## config.mk

```make
export PLATFORM = sky130hd
export DESIGN_NAME = stream_packer
export DESIGN_NICKNAME = d
export VERILOG_FILES = /design/src/rtl/stream_pkg.sv /design/src/rtl/stream_packer.sv
export SDC_FILE = /design/constraint.sdc
export NUM_CORES = 1
export LEC_CHECK = 0
export ABC_AREA = 1
export BUFFER_PORTS_ARGS = -buffer_cell sky130_fd_sc_hd__buf_2
export CAP_MARGIN = 20
export CORE_MARGIN = 3
export CORE_UTILIZATION = 60
export CTS_CLUSTER_DIAMETER = 200
export DETAILED_ROUTE_END_ITERATION = 10
export GPL_ROUTABILITY_DRIVEN = 0
export PLACE_DENSITY_LB_ADDON = 0.12
export SKIP_LAST_GASP = 1
export SYNTH_ARGS = -nofsm -noshare
export SYNTH_HDL_FRONTEND = slang
export SYNTH_SLANG_ARGS = --single-unit
```

## constraint.sdc

```tcl
create_clock -name clk -period 3.1 [get_ports clk]
set_input_delay 0.62 -clock clk [delete_from_list [all_inputs] [get_ports clk]]
set_output_delay 0.62 -clock clk [all_outputs]
set_load 0.005 [all_outputs]
```

## src/rtl/stream_pkg.sv

```systemverilog
// Shared definitions for the narrow-to-wide stream packer.
package stream_pkg;

  localparam int unsigned DEFAULT_DATA_WIDTH = 32;
  localparam int unsigned MAX_RATIO          = 16;

  // Bits 0..count set; callers truncate to their own lane count.
  function automatic logic [MAX_RATIO-1:0] keep_mask(input logic [4:0] count);
    logic [MAX_RATIO-1:0] m;
    m = '0;
    for (int i = 0; i < MAX_RATIO; i++) begin
      if (5'(i) <= count) m[i] = 1'b1;
    end
    return m;
  endfunction

endpackage

```

## src/rtl/stream_packer.sv

```systemverilog
// Packs RATIO narrow words into one registered wide beat, flushing a partial
// beat early when a frame ends.
module stream_packer
  import stream_pkg::*;
#(
  parameter int unsigned DATA_WIDTH = DEFAULT_DATA_WIDTH,
  parameter int unsigned RATIO      = 4
) (
  input  logic                        clk,
  input  logic                        rst_n,
  input  logic                        in_valid,
  output logic                        in_ready,
  input  logic [DATA_WIDTH-1:0]       in_data,
  input  logic                        in_last,
  output logic                        out_valid,
  input  logic                        out_ready,
  output logic [DATA_WIDTH*RATIO-1:0] out_data,
  output logic [RATIO-1:0]            out_keep,
  output logic                        out_last
);

  localparam int unsigned CW = (RATIO > 1) ? $clog2(RATIO) : 1;
  localparam int unsigned AW = RATIO - 1;
  localparam logic [CW-1:0] LAST_LANE = CW'(RATIO - 1);

  logic [CW-1:0]                    r_count,     w_count_nxt;
  logic [AW-1:0][DATA_WIDTH-1:0]    r_acc_data,  w_acc_data_nxt;
  logic [AW-1:0]                    r_acc_keep,  w_acc_keep_nxt;
  logic                             r_out_valid, w_out_valid_nxt;
  logic [RATIO-1:0][DATA_WIDTH-1:0] r_out_data,  w_out_data_nxt;
  logic [RATIO-1:0]                 r_out_keep,  w_out_keep_nxt;
  logic                             r_out_last,  w_out_last_nxt;

  logic [RATIO-1:0][DATA_WIDTH-1:0] w_acc_ext;
  logic                             w_accept;
  logic                             w_complete;

  // A slot frees up whenever the held beat leaves this cycle.
  assign in_ready   = !r_out_valid || out_ready;
  assign w_accept   = in_valid && in_ready;
  assign w_complete = (r_count == LAST_LANE) || in_last;
  assign w_acc_ext  = {{DATA_WIDTH{1'b0}}, r_acc_data};

  always_comb begin
    w_count_nxt     = r_count;
    w_acc_data_nxt  = r_acc_data;
    w_acc_keep_nxt  = r_acc_keep;
    w_out_valid_nxt = r_out_valid;
    w_out_data_nxt  = r_out_data;
    w_out_keep_nxt  = r_out_keep;
    w_out_last_nxt  = r_out_last;

    if (r_out_valid && out_ready) w_out_valid_nxt = 1'b0;

    if (w_accept) begin
      if (w_complete) begin
        // Lanes below count come from the accumulator, lanes above are zero.
        for (int i = 0; i < RATIO; i++) begin
          if (CW'(i) == r_count)     w_out_data_nxt[i] = in_data;
          else if (CW'(i) < r_count) w_out_data_nxt[i] = w_acc_ext[i];
          else                       w_out_data_nxt[i] = '0;
        end
        w_out_keep_nxt  = {1'b0, r_acc_keep} | (RATIO'(1) << r_count);
        w_out_last_nxt  = in_last;
        w_out_valid_nxt = 1'b1;
        w_count_nxt     = '0;
        w_acc_data_nxt  = '0;
        w_acc_keep_nxt  = '0;
      end else begin
        for (int i = 0; i < AW; i++) begin
          if (CW'(i) == r_count) w_acc_data_nxt[i] = in_data;
        end
        w_acc_keep_nxt = AW'(keep_mask(5'(r_count)));
        w_count_nxt    = r_count + CW'(1);
      end
    end
  end

  always_ff @(posedge clk) begin
    if (!rst_n) begin
      r_count     <= '0;
      r_acc_data  <= '0;
      r_acc_keep  <= '0;
      r_out_valid <= 1'b0;
      r_out_data  <= '0;
      r_out_keep  <= '0;
      r_out_last  <= 1'b0;
    end else begin
      r_count     <= w_count_nxt;
      r_acc_data  <= w_acc_data_nxt;
      r_acc_keep  <= w_acc_keep_nxt;
      r_out_valid <= w_out_valid_nxt;
      r_out_data  <= w_out_data_nxt;
      r_out_keep  <= w_out_keep_nxt;
      r_out_last  <= w_out_last_nxt;
    end
  end

  assign out_valid = r_out_valid;
  assign out_data  = r_out_data;
  assign out_keep  = r_out_keep;
  assign out_last  = r_out_last;

endmodule

```

==> results.cfg <==
[global_routing]
grtUsageTotal_pct = 30.8
overflow = 0
grt_pass1_wl_um = 51200
antenna_found_initial = 0
grt_max_degree = 150
grt_pass1_vias = 9783

[critical_path]
max_stage_delay_ns = 0.47
cpMostUsedCell = nand2_1
worstSetupPathType = reg -> reg
cp.buffers_inverters = 3
critPathCaptureType = register
crit_slowest_cell = dfxtp_1
cp.required_ns = 3.50
ff2ff_setup_slack_ns = 0.75
worstPathArrival_ns = 2.75
cp_cell_sequence = inv_1 > ha_1 > inv_2 > nand2_1 > buf_4 > nand2_2 > nand2_1 > nand2_1 > nor2_1
path_max_fanout = 31
cp_top_family = simple AND/OR/NAND/NOR gates
cp-start-kind = register

[sta]
rsz0062_at_grt = no
finalSetupTns_ns = 0
fmax_mhz = 426
finalMaxSlewViolations = 0
period_share_pct = 75.7
finalCriticalPeriod_ns = 2.35
finalHoldViolations = 0
setup_viol = 0
max_slew_margin_pct = 48.0
max_slew.worst_pin.slew_ns = 0.780
clock_skew_ns = 0.00656

[cts]
htreeDepth = 1
cts_sinks = 235
clkTransAtPathRegs_ns = 0.06
clock_latency_ns = 0.51
clk_path_buf_depth = 3
postCtsHoldBufs = 0
post-cts-setup-buffer-count = 0
root_buffer = clkbuf_16
cts_tree = built
cts_resized = 0
cts_buffers = 25

[synth]
seq_area_frac_synth_pct = 42.0
synth_seq_cells = 235
postSynthCellCount = 1818
syn_area_sq_mm = 0.0112
ys.warnings.count = 0
synth_cell_types = 18
syn_nets = 1860
syn-mean-instance-area_sq_um = 6.16

[power]
p_leak_uw = 0.00709
power_density_mw_per_mm2 = 582
seqPwrFrac_pct = 44.7
ir_drop_uv = 464
p_sw_uw = 2030
p_int_uw = 5450
clkPwrFrac_pct = 40.4
pwr-share-comb_pct = 14.8
p_sw_share_pct = 27.1

[min_path]
hold_path.class = in -> reg

[place]
dp_hpwl_um = 21000
numPortBuffers = 171
dp.cells = 2118

[detailed_routing]
dr.pass1.iters = 5
final_antenna_net_count = 0
drc_errors = 0
vias = 11100
routed_wl_um = 32300
via_per_inst = 5.14
wl_per_cell_um = 14.9
first_iter_violations = 1344

[die]
num_io_pins = 172
die_x_um = 143
fp.dieH_um = 143
floorplan.initialDensity_pct = 61.8
dieArea_sq_mm = 0.0204
core-area_sq_mm = 0.0181
rows = 49

[finish]
fin_util_pct = 70.8
final_nets = 1958
stdcell_count = 2161
diodes = 0
area_growth_syn_to_layout_pct = 14.7
drive_above_1_share_pct = 12.6
layout_common_cells = nand2_1 (524), nor2_1 (362), inv_1 (251)
final_common_cell = nand2_1

[job]
drv_cap = 0

[run_status]
status = complete, no violations
layer usage:
metal / vias up / track usage, % / wire length (um)
li1: 5635 / - / -
met2: 461 / 48.9 / 14600
met4: 0 / 10.5 / 1040
met5: - / 0 / 0
met1: 4961 / 43.6 / 14100
met3: 60 / 4.02 / 2520
logic make-up (layout without fill, tap and decap cells):
family,Yosys count,count (layout),synth area share [%]
simple gates,1029,1029,36.2
fa+ha+maj,5,5,0.558
compound gates,172,172,7.71
buf+inv,377,491,13.5
flops,235,235,42.0
power by group through the flow:
stage	clock, uW	sequential, uW	combinational (uW)
2_1_floorplan	0	3410	724
3_3_place_gp	0	3400	1060
3_5_place_dp	0	3410	1090
4_1_cts	3060	3350	1100
5_1_grt	3180	3370	1260
6_report	3030	3350	1110
final timing paths:
check                      from              to  cells past startpoint
setup / recovery     r_count[1]  r_acc_data[37]                      9
hold / removal         in_valid        out_last                      3
setup reg to reg     r_count[1]  r_acc_data[37]                      9
hold reg to reg   r_acc_keep[1]   r_acc_keep[1]                      2
area by class of cell:
type                            count  area, sq um
Fill cell                        1593         5290
Multi-Input combinational cell   1206         5000
Sequential cell                   235         4700
Timing Repair Buffer              192         1070
Inverter                          256          961
Clock buffer                       36          717
Tap cell                          229          287
Clock inverter                      7          110
stage by stage:
stage | area [sq um] | setup slack [ns] | hold slack [ns] | power, uW
finish | 12900 | 0.753 | 0.451 | 7480
global route | 12900 | 0.606 | 0.468 | 7810
CTS | 12900 | 0.836 | 0.445 | 7500
detailed placement | 12000 | 0.872 | 0.450 | 4490
global placement | 12000 | 0.909 | 0.449 | 4470
floorplan | 11200 | 1.32 | 0.427 | 4130
worst reg2reg max path: cells and delay by family, from the launching register on:
family        cells  cell delay (ns)
flops             1             0.47
simple gates      5             0.81
fa+ha+maj         1             0.21
buf+inv           3             0.75
synth_stat cells, drive strengths merged:
cell type	count	area share (%)
a21oi	75	3.4
buf	72	3.3
clkbuf	49	1.6
dfxtp	235	42
ha	5	0.56
inv	256	8.6
nand2	528	18
nand3	134	6.0
nor2	365	12
o21ai	97	4.3
or2	2	0.11
flip-flops by register name, summed over array words and instances (netlist names):
signal,cells
out_valid,1
out_keep,4
r_count,2
r_acc_data,96
r_acc_keep,3
out_last,1
out_data,128
Power figures use the tool's default switching activity.
